File: config.mk
export PLATFORM = sky130hd
export DESIGN_NAME = status_array_sweeper
export DESIGN_NICKNAME = d
export VERILOG_FILES = /design/src/rtl/status_array_sweeper.sv
export SDC_FILE = /design/constraint.sdc
export NUM_CORES = 1
export LEC_CHECK = 0
export ABC_AREA = 1
export CAP_MARGIN = 20
export CORE_MARGIN = 10
export CORE_UTILIZATION = 24
export CTS_CLUSTER_DIAMETER = 50
export CTS_CLUSTER_SIZE = 30
export DETAILED_ROUTE_END_ITERATION = 8
export REMOVE_ABC_BUFFERS = 1
export SYNTH_ARGS = -nofsm -noshare
export SYNTH_HDL_FRONTEND = slang
export SYNTH_SLANG_ARGS = --single-unit
File: constraint.sdc
create_clock -name clk -period 2.9 [get_ports clk]
set_clock_uncertainty 0.15 [all_clocks]
set_input_delay 0.725 -clock clk [delete_from_list [all_inputs] [get_ports clk]]
set_output_delay 0.725 -clock clk [all_outputs]
set_load 0.005 [all_outputs]
File: src/rtl/status_array_sweeper.sv
// Purpose: clears every masked status-array bank after reset and again on each flush request (optional macro SWEEP_RANGE_EN adds per-request base/count).
// Latency: first beat 1 edge after entering SWEEP, o_flush_done count+1 edges after entering SWEEP (plus stall/halt cycles).
// Backpressure: beat fields hold while i_wr_ready=0; i_halt freezes all state and outputs; requests taken only when o_ready=1.
module status_array_sweeper #(
    parameter int ADDR_WIDTH = 6,
    parameter int ROW_WIDTH  = 8,
    parameter int NUM_BLOCKS = 4,
    parameter int NUM_BANKS  = 2,
    parameter logic [ROW_WIDTH-1:0] INIT_VALUE = '0
) (
    input  logic                  clk,
    input  logic                  arst_n,
    input  logic                  i_halt,
    input  logic                  i_flush_req,
    input  logic [NUM_BANKS-1:0]  i_flush_bank_mask,
`ifdef SWEEP_RANGE_EN
    input  logic [ADDR_WIDTH-1:0] i_flush_base,
    input  logic [ADDR_WIDTH:0]   i_flush_count,
`endif
    input  logic                  i_wr_ready,
    output logic [ADDR_WIDTH-1:0] o_addr,
    output logic [ROW_WIDTH-1:0]  o_data,
    output logic                  o_wen,
    output logic [NUM_BLOCKS-1:0] o_wmask,
    output logic [NUM_BANKS-1:0]  o_bank_sel,
    output logic                  o_valid,
    output logic                  o_init_complete,
    output logic                  o_ready,
    output logic                  o_flush_done
);

    localparam logic [1:0] ST_UNINIT = 2'd0;
    localparam logic [1:0] ST_SWEEP  = 2'd1;
    localparam logic [1:0] ST_READY  = 2'd2;

    localparam int DEPTH = 1 << ADDR_WIDTH;
    localparam logic [ADDR_WIDTH:0] FULL_COUNT = (ADDR_WIDTH+1)'(DEPTH);

    logic [1:0]            state;
    logic [ADDR_WIDTH:0]   cnt;
    logic [NUM_BANKS-1:0]  mask_q;
    logic [ADDR_WIDTH-1:0] base_q;
    logic [ADDR_WIDTH:0]   count_q;

    logic                  xfer;
    logic                  accept;
    logic                  more;
    logic [ADDR_WIDTH:0]   cnt_next;
    logic [ADDR_WIDTH-1:0] addr_next;
    logic [ADDR_WIDTH-1:0] req_base;
    logic [ADDR_WIDTH:0]   req_count;

    // Request parameters: range build clamps the count to one full pass of the array
`ifdef SWEEP_RANGE_EN
    assign req_base  = i_flush_base;
    assign req_count = (i_flush_count > FULL_COUNT) ? FULL_COUNT : i_flush_count;
`else
    assign req_base  = '0;
    assign req_count = FULL_COUNT;
`endif

    assign o_ready   = (state == ST_READY) && !i_halt;
    assign o_wen     = o_valid;
    assign accept    = i_flush_req & o_ready;
    assign xfer      = o_valid & i_wr_ready;
    assign cnt_next  = cnt + {{ADDR_WIDTH{1'b0}}, xfer};
    // A zero bank mask behaves like a zero count: the sweep runs but issues no beats
    assign more      = (cnt_next < count_q) && (mask_q != '0);
    // Address wraps naturally at DEPTH through the truncating add
    assign addr_next = base_q + cnt_next[ADDR_WIDTH-1:0];

    // Sweep sequencer; i_halt acts as a common enable so every register freezes together
    always_ff @(posedge clk or negedge arst_n) begin
        if (!arst_n) begin
            state           <= ST_UNINIT;
            cnt             <= '0;
            mask_q          <= '0;
            base_q          <= '0;
            count_q         <= '0;
            o_addr          <= '0;
            o_data          <= '0;
            o_wmask         <= '0;
            o_bank_sel      <= '0;
            o_valid         <= 1'b0;
            o_init_complete <= 1'b0;
            o_flush_done    <= 1'b0;
        end else if (!i_halt) begin
            o_flush_done <= 1'b0;
            case (state)
                ST_UNINIT: begin
                    // Post-reset sweep always covers every bank and every row
                    state   <= ST_SWEEP;
                    cnt     <= '0;
                    mask_q  <= '1;
                    base_q  <= '0;
                    count_q <= FULL_COUNT;
                end
                ST_SWEEP: begin
                    cnt <= cnt_next;
                    if (more) begin
                        // Recomputed each cycle; without a transfer cnt_next equals cnt so the beat holds
                        o_valid    <= 1'b1;
                        o_addr     <= addr_next;
                        o_bank_sel <= mask_q;
                        o_data     <= INIT_VALUE;
                        o_wmask    <= '1;
                    end else begin
                        o_valid         <= 1'b0;
                        o_addr          <= '0;
                        o_bank_sel      <= '0;
                        o_data          <= '0;
                        o_wmask         <= '0;
                        o_flush_done    <= 1'b1;
                        o_init_complete <= 1'b1;
                        state           <= ST_READY;
                    end
                end
                ST_READY: begin
                    if (accept) begin
                        state   <= ST_SWEEP;
                        cnt     <= '0;
                        mask_q  <= i_flush_bank_mask;
                        base_q  <= req_base;
                        count_q <= req_count;
                    end
                end
                default: state <= ST_UNINIT;
            endcase
        end
    end

endmodule

# Yosys cells after proc, flatten, opt, wreduce, memory -nomap -nowiden
# Cells that the tools add are included.
dict set report totals {
  output_inout_bits 25
  ff_bits 39
  in_bits 7
  elab_cells 51
}
dict set report op_classes {
  reduce_logical 12
  eq_ne 4
  n_mux 17
  addsub 2
  bitwise 4
  order_cmp 1
}
# operator n
set op_table {}
lappend op_table {{$pmux 7 s3} 1}
lappend op_table {{$mux 7} 2}
lappend op_table {{$pmux 7 s2} 1}
lappend op_table {{$mux 6} 2}
lappend op_table {{$pmux 6 s2} 1}
lappend op_table {{$reduce_and 3->1} 4}
lappend op_table {{$mux 2} 4}
lappend op_table {{$add 7x1->7} 1}
lappend op_table {{$lt 7x7->1} 1}
lappend op_table {{$add 6x6->6} 1}
lappend op_table {{$pmux 2 s3} 1}
lappend op_table {{$mux 4} 1}
lappend op_table {{$ne 2x2->1 const B} 2}
lappend op_table {{$pmux 2 s2} 1}
lappend op_table {{$reduce_bool 2->1} 2}
lappend op_table {{$mux 1} 3}
lappend op_table {{$reduce_bool 3->1} 1}
lappend op_table {{$and 1x1->1} 2}
lappend op_table {{$eq 2x1->1 const B} 1}
lappend op_table {{$eq 2x2->1 const B} 1}
lappend op_table {{$logic_and 1x1->1} 2}
lappend op_table {{$logic_not 2->1} 1}
lappend op_table {{$not 1->1} 2}
lappend op_table {{$reduce_and 2->1} 1}
lappend op_table {{$logic_not 1->1} 1}

# Depth between registers and ports, before layout
# Gate-level depths: netlist (run 1).
dict set report depth {
  word_depth 6
  depth_mapped 11
}

# Least setup slack after synthesis (run 1)
# OpenSTA, ideal clock, no wires.
dict set report synth_timing {
  path_kind {input port to flip-flop}
  startpoint {input i_wr_ready}
  endpoint {register o_addr[4]}
  arrival_time_ns 1.756
  setup_time_ns 0.116
  path_slack_ns 0.877
  stages 11
  path_buffers 0
  path_cell_list {nand2_1 -> inv_1 -> ha_1 -> ha_1 -> nand2_1 -> nor2_1 -> nand3_1 -> nand3_2 -> nand2_2 -> nand2_1 -> nand2_1}
}
dict set report synth_via {
  elab_chain_len 5
  word_cells_on_any_way 6
}
# item line
set synth_lines {}
lappend synth_lines {{from (decl)} 20} ;# input logic i_wr_ready,
lappend synth_lines {{$and 1x1->1 (*)} 65} ;# assign xfer = o_valid & i_wr_ready;
lappend synth_lines {{$add 7x1->7 (*)} 66} ;# assign cnt_next = cnt + {{ADDR_WIDTH{1'b0}}, xfer};
lappend synth_lines {{$lt 7x7->1} 68} ;# assign more = (cnt_next < count_q) && (mask_q != '0);
lappend synth_lines {{$logic_and 1x1->1} 68}
lappend synth_lines {{$mux 6 (*)} 100} ;# if (more) begin
lappend synth_lines {{to (signal assigned)} 103} ;# o_addr <= addr_next;
lappend synth_lines {{to (decl)} 21} ;# output logic [ADDR_WIDTH-1:0] o_addr,
# Mark *: on every way between the ends. The rest lies on a longest branch, timed or not.
# A chain may end at the register's enable or synchronous reset.

# Worst setup path in the final report (run 1)
dict set report layout_timing {
  startpoint {input i_halt}
  endpoint {output o_ready}
}
dict set report layout_via {
  elab_chain_len 2
}
# item line
set layout_lines {}
lappend layout_lines {{from (decl)} 13} ;# input logic i_halt,
lappend layout_lines {{$logic_not 1->1} -}
lappend layout_lines {{$logic_and 1x1->1} 62} ;# assign o_ready = (state == ST_READY) && !i_halt;
lappend layout_lines {{to (decl)} 28} ;# output logic o_ready,
# No other way between the ends.

==> metrics.txt, run 1 <==
# TYPE chip_impl_metric gauge
chip_impl_info{name="status",value="completed"} 1
chip_impl_metric{name="post-route-cell-area",unit="um2"} 1540
chip_impl_metric{name="post_cts.repair.setup_buffers",unit=""} 0
chip_impl_metric{name="global_route_wire_length_before_repair",unit="um"} 4420
chip_impl_metric{name="post_cts_hold_buffer_count",unit=""} 0
chip_impl_metric{name="insertedDiodeCount",unit=""} 0
chip_impl_metric{name="detailed_place.area",unit="um2"} 1500
chip_impl_metric{name="ir_drop",unit="uV"} 359
chip_impl_metric{name="synth_area_in_adders",unit="%"} 2.01
chip_impl_metric{name="grt.met1_usage",unit="%"} 7.16
chip_impl_metric{name="timing.critical_path.fanout_max",unit=""} 2
chip_impl_metric{name="slew_violations",unit=""} 0
chip_impl_metric{name="cts_max_level",unit=""} 1
chip_impl_metric{name="synthesis.yosys.warnings",unit=""} 0
chip_impl_metric{name="track_usage",unit="%"} 6.17
chip_impl_metric{name="gpl.final_weighted_congestion",unit=""} 0.780
chip_impl_metric{name="final-setup-viol-count",unit=""} 0
chip_impl_info{name="setup.worst_path.end_class",value="output port"} 1
chip_impl_metric{name="layout_min_cycle_time",unit="ns"} 2.63
chip_impl_metric{name="core_area",unit="um2"} 5070
chip_impl_metric{name="layout_worst_path_cycle_share",unit="%"} 90.7
chip_impl_metric{name="detailroute.via_count",unit=""} 957
chip_impl_metric{name="die_x",unit="um"} 92.1
chip_impl_metric{name="cts_inserted_buffers",unit=""} 3
chip_impl_metric{name="synth_xor_area_share",unit="%"} 1.40
chip_impl_metric{name="maxClockFrequency",unit="GHz"} 0.380
chip_impl_metric{name="area_delta_synth_final",unit="%"} 23.8
chip_impl_info{name="rsz_0062_raised_after_global_routing",value="false"} 1
chip_impl_metric{name="power_per_cell_area",unit="nW/um2"} 784
chip_impl_metric{name="final-hold-violation-count",unit=""} 0
chip_impl_metric{name="layout.cells.non_filler",unit=""} 240
chip_impl_metric{name="design.final.nets",unit=""} 180
chip_impl_metric{name="grtUsageMet2",unit="%"} 10.2
chip_impl_metric{name="wirelength",unit="um"} 2590
chip_impl_metric{name="final_antenna_net_count",unit=""} 0
chip_impl_metric{name="die_area",unit="um2"} 8480
chip_impl_metric{name="cellLeakagePower",unit="nW"} 0.748
chip_impl_info{name="clock-root-buffer",value="clkbuf_8"} 1
chip_impl_metric{name="placement.io_buffers",unit=""} 23
chip_impl_metric{name="gr-total-overflow",unit=""} 0
chip_impl_metric{name="muxShareOfSynthArea",unit="%"} 0
chip_impl_metric{name="finalSetupTns",unit="ns"} 0
chip_impl_metric{name="via_per_inst",unit=""} 3.99
chip_impl_metric{name="path_clk_slew",unit="ns"} 0.08
chip_impl_metric{name="worstSkewPairLatency",unit="ns"} 0.26
chip_impl_info{name="main_combinational_cell_family_by_area_after_synthesis",value="simple AND/OR/NAND/NOR gates"} 1
chip_impl_metric{name="wire_per_inst",unit="um"} 10.8
chip_impl_metric{name="route.detailed.drc",unit=""} 0
chip_impl_info{name="global_route.peak_usage_layer",value="met2"} 1
chip_impl_metric{name="cts_repair_resize_count",unit=""} 0
chip_impl_metric{name="hold_slack",unit="ns"} 0.321
chip_impl_info{name="cts_tree",value="done"} 1
chip_impl_metric{name="gate_count_of_the_mapped_netlist",unit=""} 148
chip_impl_metric{name="synth_seq_cells",unit=""} 23
chip_impl_metric{name="clock_sinks",unit=""} 23
chip_impl_info{name="worst-setup-path-type",value="input pin to output port"} 1
chip_impl_metric{name="dp.cells",unit=""} 236
chip_impl_metric{name="use_met3",unit="%"} 3.42
chip_impl_metric{name="yosys.area_share.simple",unit="%"} 25.3
chip_impl_metric{name="synth_area_in_compound_gates",unit="%"} 9.03
chip_impl_metric{name="ioPinCount",unit=""} 32
chip_impl_metric{name="hpwlAfterDp",unit="um"} 1970
chip_impl_metric{name="antenna_found_initial",unit=""} 0
chip_impl_metric{name="cts.path.max_buffers",unit=""} 2
chip_impl_metric{name="max_cap_viol_count",unit=""} 0
chip_impl_metric{name="placementRows",unit=""} 26
chip_impl_info{name="start_kind",value="input pin"} 1
chip_impl_metric{name="synth_area",unit="um2"} 1250
chip_impl_metric{name="grt_max_degree",unit=""} 24
chip_impl_metric{name="drt_pre_antenna_iters",unit=""} 4
chip_impl_metric{name="synth-seq-area-share",unit="%"} 46.1
chip_impl_metric{name="timing.critical_path.arrival",unit="ns"} 1.75
chip_impl_metric{name="drt_first_iter_violations",unit=""} 50
chip_impl_info{name="hold_path.class",value="flip-flop to flip-flop"} 1
chip_impl_metric{name="dieHeight",unit="um"} 92.1
chip_impl_metric{name="vias_in_the_first_global_route",unit=""} 993
chip_impl_metric{name="floorplan.initialDensity",unit="%"} 24.6
chip_impl_metric{name="layout-drive-gt1-share",unit="%"} 12.4
chip_impl_metric{name="syn-mean-instance-area",unit="um2"} 8.43
chip_impl_metric{name="crit_required",unit="ns"} 2.03
chip_impl_metric{name="synth.distinct_cells",unit=""} 27
-- layout make-up --
type / count / area [um2]
fill: 575 / 3530
clock inverter: 1 / 5.00
multi-input combinational: 96 / 500
clock buffer: 3 / 41.3
inverter: 21 / 81.3
sequential: 23 / 576
tap: 70 / 87.6
timing repair buffer: 26 / 253
-- report_power, final --
part / switching (mW) / internal (mW)
Sequential: 0.0901 / 0.425
Combinational: 0.235 / 0.262
Clock: 0.102 / 0.0958
Total: 0.427 / 0.783
-- Yosys cell counts --
master	instances	share of area (%)
a21oi_1	3	1.2
a21oi_2	1	0.70
a21oi_4	1	1.3
buf_4	14	8.4
buf_6	1	0.90
conb_1	1	0.30
dfrtp_1	23	46
ha_1	2	2.0
inv_1	19	5.7
inv_2	1	0.30
inv_4	1	0.50
nand2_1	40	12
nand2_2	3	1.5
nand2_4	1	0.90
nand3_1	7	2.8
nand3_2	2	1.6
nand4_1	5	2.5
nor2_1	5	1.5
nor2_2	1	0.50
nor2_4	1	0.90
nor4_1	2	1.0
o21ai_0	5	2.0
o21ai_1	3	1.2
o21ai_2	1	0.70
o21bai_2	1	0.90
o22ai_1	2	1.0
xor2_1	2	1.4
-- critical path: stages --
cell	delay, ns
clkdlybuf4s50_1	0.42
nor2_1	0.10
clkdlybuf4s50_1	0.51
-- final timing paths --
| check | from | end | slack [ns] | depth (start not counted) |
|---|---|---|---|---|
| worst max-delay path | i_halt | o_ready | 0.27 | 3 |
| worst min-delay path | o_init_complete$_DFFE_PN0P_ | o_init_complete$_DFFE_PN0P_ | 0.32 | 2 |
| worst max register to register | o_wmask[2]$_DFFE_PN0P_ | o_addr[4]$_DFFE_PN0P_ | 0.96 | 11 |
| worst min register to register | o_init_complete$_DFFE_PN0P_ | o_init_complete$_DFFE_PN0P_ | 0.32 | 2 |
| max in group asynchronous | arst_n | cnt[3]$_DFFE_PN0P_ | 1.71 | 2 |
| min in group asynchronous | arst_n | cnt[1]$_DFFE_PN0P_ | 0.66 | 2 |
-- kinds of logic (layout without fill, tap and decap cells) --
logic type / count (synthesis) / after routing
simple gates: 67 / 67
compound gates: 17 / 17
flops: 23 / 23
other cells: 1 / 8
fa+ha+maj: 2 / 2
buf+inv: 36 / 51
xor+xnor: 2 / 2
-- placed cells by master (no fill, tap or decap) --
cell	netlist	routed
nand2_1	40	40
dfrtp_1	23	23
clkdlybuf4s50_1	0	23
inv_1	19	19
conb_1	1	8
nand3_1	7	7
nor2_1	5	5
o21ai_0	5	5
nand4_1	5	5
nand2_2	3	3
a21oi_1	3	3
o21ai_1	3	3
clkbuf_8	0	3
buf_4	14	3
nand3_2	2	2
xor2_1	2	2
nor4_1	2	2
o22ai_1	2	2
ha_1	2	2
inv_2	1	1
a21oi_2	1	1
nor2_4	1	1
nand2_4	1	1
inv_4	1	1
o21bai_2	1	1
a21oi_4	1	1
nor2_2	1	1
o21ai_2	1	1
clkinv_2	0	1
-- routing by layer --
metal	wire, um	part of all wire (%)	up-vias
met5	0	0	-
met4	0	0	0
met3	227	8.8	0
met2	1180	45	25
met1	1190	46	440
li1	-	-	492
-- registers in the layout (all words and copies together), names as in the netlist --
register,count
mask_q,2
state,2
count_q,1
o_wmask,1
o_addr,6
o_flush_done,1
o_init_complete,1
cnt,7
o_bank_sel,2
-- metrics by stage --
step / util [%] / setup slack (ns) / total power, mW
final: 30.4 / 0.270 / 1.21
after global routing: 30.4 / 0.229 / 1.32
after CTS: 30.4 / 0.257 / 1.24
after detailed placement: 29.5 / 0.259 / 1.03
after global placement: 29.5 / 0.273 / 1.02
after floorplan: - / 0.866 / 0.754
Note: power is estimated with default switching activity, not from simulation.
==> run 2, diff against run 1 <==
- SETUP_SLACK_MARGIN: not set -> 0.02
==> results of run 2 <==
The final DEF is identical to that of run 1; final timing and power are the same.
==> run 3, diff against run 2 <==
- CELL_PAD_IN_SITES_DETAIL_PLACEMENT: not set -> 2
- CELL_PAD_IN_SITES_GLOBAL_PLACEMENT: not set -> 2
- PLACE_DENSITY_LB_ADDON: not set -> 0.1
==> run 3 against run 2 <==
Register-to-register slack got worse by 0.03 ns. Die area unchanged. Fmax about the same. Non-clock buffer count did not move. Final cell count unchanged. First-iteration DRC count decreased by 52%. Count of clock-buffer cells in the layout did not move. Clock power up 6%. Sequential share of layout area stayed put. Via count is 6.9% higher. Worst hold slack better by 0.018 ns. Combinational power grew 3%. Largest power group unchanged.
==> metrics.txt, run 3 (synthesized netlist as in run 1, its figures left out) <==
# TYPE chip_impl_metric gauge
chip_impl_metric{name="largest_reg_flops",unit=""} 7
chip_impl_metric{name="dp.cells",unit=""} 236
chip_impl_info{name="setup.worst_path.end_class",value="output port"} 1
chip_impl_metric{name="area_delta_synth_final",unit="%"} 23.8
chip_impl_info{name="hold_path.class",value="flip-flop to flip-flop"} 1
chip_impl_info{name="timing.critical_path.to",value="o_ready"} 1
chip_impl_metric{name="cts_repair_resize_count",unit=""} 0
chip_impl_info{name="layout.cells.most_common_list",value="40 x nand2_1, 23 x dfrtp_1, 23 x clkdlybuf4s50_1"} 1
chip_impl_metric{name="maxClockFrequency",unit="GHz"} 0.380
chip_impl_metric{name="layout_worst_path_cycle_share",unit="%"} 90.7
chip_impl_metric{name="slew_violations",unit=""} 0
chip_impl_metric{name="vias_in_the_first_global_route",unit=""} 1200
chip_impl_info{name="cts_tree",value="done"} 1
chip_impl_info{name="cp_cell_sequence",value="clkdlybuf4s50_1 -> nor2_1 -> clkdlybuf4s50_1"} 1
chip_impl_metric{name="post-route-cell-area",unit="um2"} 1540
chip_impl_metric{name="ir_drop",unit="uV"} 224
chip_impl_metric{name="worstSkewPairLatency",unit="ns"} 0.27
chip_impl_metric{name="path_clk_slew",unit="ns"} 0.09
chip_impl_info{name="status",value="completed"} 1
chip_impl_metric{name="ff2ff_path_depth",unit=""} 9
chip_impl_info{name="largest_registers",value="cnt: 7 flops, o_addr: 6 flops"} 1
chip_impl_metric{name="crit_required",unit="ns"} 2.03
chip_impl_metric{name="via_per_inst",unit=""} 4.26
chip_impl_metric{name="ioPinCount",unit=""} 32
chip_impl_metric{name="die_area",unit="um2"} 8480
chip_impl_metric{name="dieHeight",unit="um"} 92.1
chip_impl_metric{name="worst_path_largest_cell_delay",unit="ns"} 0.51
chip_impl_metric{name="max_cap_viol_count",unit=""} 0
chip_impl_metric{name="clock_sinks",unit=""} 23
chip_impl_info{name="timing.critical_path.slowest_stage_cell",value="clkdlybuf4s50_1"} 1
chip_impl_metric{name="power_per_cell_area",unit="nW/um2"} 805
chip_impl_metric{name="layout_min_cycle_time",unit="ns"} 2.63
chip_impl_info{name="layout_commonest_cell",value="nand2_1"} 1
chip_impl_metric{name="wirelength",unit="um"} 3410
chip_impl_metric{name="timing.critical_path.fanout_max",unit=""} 2
chip_impl_metric{name="layout.cells.non_filler",unit=""} 240
chip_impl_info{name="worst-setup-path-type",value="input pin to output port"} 1
chip_impl_metric{name="pwr-share-seq",unit="%"} 42.1
chip_impl_metric{name="hpwlAfterDp",unit="um"} 2650
chip_impl_metric{name="design.final.nets",unit=""} 180
chip_impl_metric{name="cts_inserted_buffers",unit=""} 3
chip_impl_info{name="reg2reg_to",value="state[1]$_DFFE_PN0P_"} 1
chip_impl_metric{name="gpl.final_weighted_congestion",unit=""} 0.712
chip_impl_metric{name="detailroute.via_count",unit=""} 1023
chip_impl_metric{name="grt_max_degree",unit=""} 24
chip_impl_metric{name="wire_per_inst",unit="um"} 14.2
chip_impl_metric{name="r2r_setup_slack",unit="ns"} 0.93
chip_impl_metric{name="clock_power_share",unit="%"} 16.8
chip_impl_metric{name="cellLeakagePower",unit="nW"} 0.748
chip_impl_info{name="r2r_start",value="o_wmask[2]$_DFFE_PN0P_"} 1
chip_impl_metric{name="internal-power",unit="uW"} 782
chip_impl_metric{name="drt_first_iter_violations",unit=""} 24
chip_impl_metric{name="final_antenna_net_count",unit=""} 0
chip_impl_metric{name="final-hold-violation-count",unit=""} 0
chip_impl_metric{name="insertedDiodeCount",unit=""} 0
chip_impl_metric{name="cts.path.max_buffers",unit=""} 2
chip_impl_metric{name="finalSetupTns",unit="ns"} 0
chip_impl_metric{name="p_sw",unit="uW"} 461
chip_impl_metric{name="layout-drive-gt1-share",unit="%"} 12.4
chip_impl_info{name="timing.critical_path.from",value="i_halt"} 1
chip_impl_info{name="critical_path.most_common_cell",value="clkdlybuf4s50_1"} 1
chip_impl_metric{name="die_x",unit="um"} 92.1
chip_impl_metric{name="hold_slack",unit="ns"} 0.340
chip_impl_metric{name="gr-total-overflow",unit=""} 0
chip_impl_metric{name="post_cts_hold_buffer_count",unit=""} 0
chip_impl_metric{name="power.switching_fraction",unit="%"} 37.1
chip_impl_metric{name="core_area",unit="um2"} 5070
chip_impl_info{name="start_kind",value="input pin"} 1
chip_impl_metric{name="cts_max_level",unit=""} 1
chip_impl_metric{name="drt_pre_antenna_iters",unit=""} 4
chip_impl_metric{name="post_cts.repair.setup_buffers",unit=""} 0
chip_impl_info{name="max_flop_register",value="cnt"} 1
chip_impl_info{name="clock-root-buffer",value="clkbuf_8"} 1
chip_impl_metric{name="global_route_wire_length_before_repair",unit="um"} 5890
chip_impl_metric{name="detailed_place.area",unit="um2"} 1500
chip_impl_metric{name="track_usage",unit="%"} 8.50
chip_impl_metric{name="floorplan.initialDensity",unit="%"} 24.6
chip_impl_metric{name="postLayoutCoreUtil",unit="%"} 30.4
chip_impl_metric{name="timing.critical_path.arrival",unit="ns"} 1.76
chip_impl_metric{name="route.detailed.drc",unit=""} 0
chip_impl_metric{name="placementRows",unit=""} 26
chip_impl_metric{name="placement.io_buffers",unit=""} 23
chip_impl_metric{name="power.share.combinational",unit="%"} 41.1
chip_impl_metric{name="antenna_found_initial",unit=""} 0
chip_impl_info{name="rsz_0062_raised_after_global_routing",value="false"} 1
chip_impl_metric{name="final-setup-viol-count",unit=""} 0
run 3: power groups by stage:
stage          registers [mW]  clock network (mW)  logic (mW)
3_5_place_dp            0.533                   0       0.523
3_3_place_gp            0.526                   0       0.512
4_1_cts                 0.526               0.220       0.528
2_1_floorplan           0.522                   0       0.232
5_1_grt                 0.547               0.235       0.581
6_report                0.523               0.209       0.510
run 3: critical path: cells and delay by family:
family | cells | cell delay (ns)
AND/OR/NAND/NOR | 1 | 0.10
buffers and inverters | 2 | 0.93
run 3: cell type report:
type | instances | area [um2]
Tap cell | 70 | 87.6
Clock inverter | 1 | 5.00
Inverter | 21 | 81.3
Fill cell | 606 | 3530
Timing Repair Buffer | 26 | 253
Sequential cell | 23 | 576
Multi-Input combinational cell | 96 | 500
Clock buffer | 3 | 41.3
run 3: how the worst min path moves through the flow:
stage                                            from  slack [ns]                     endpoint  depth (start not counted)
after floorplan                                arst_n        0.28           cnt[0]$_DFFE_PN0P_                          0
after global placement    o_init_complete$_DFFE_PN0P_        0.31  o_init_complete$_DFFE_PN0P_                          2
after detailed placement  o_init_complete$_DFFE_PN0P_        0.32  o_init_complete$_DFFE_PN0P_                          2
after CTS                   o_bank_sel[1]$_DFFE_PN0P_        0.35    o_bank_sel[1]$_DFFE_PN0P_                          2
after global routing        o_bank_sel[1]$_DFFE_PN0P_        0.38    o_bank_sel[1]$_DFFE_PN0P_                          2
final                           o_addr[3]$_DFFE_PN0P_        0.34        o_addr[3]$_DFFE_PN0P_                          2
run 3: metal layers:
metal	global-route usage (%)	wire length, um	vias to the layer above
li1	-	-	488
met1	9.73	1460	511
met2	14.1	1680	19
met3	3.26	216	5
met4	3.08	48	0
met5	0	0	-
run 3: through the flow:
| step | total power, mW | setup slack [ns] |
|---|---|---|
| final | 1.24 | 0.268 |
| after global routing | 1.36 | 0.222 |
| after CTS | 1.27 | 0.251 |
| after detailed placement | 1.06 | 0.211 |
| after global placement | 1.04 | 0.265 |
| after floorplan | 0.754 | 0.866 |
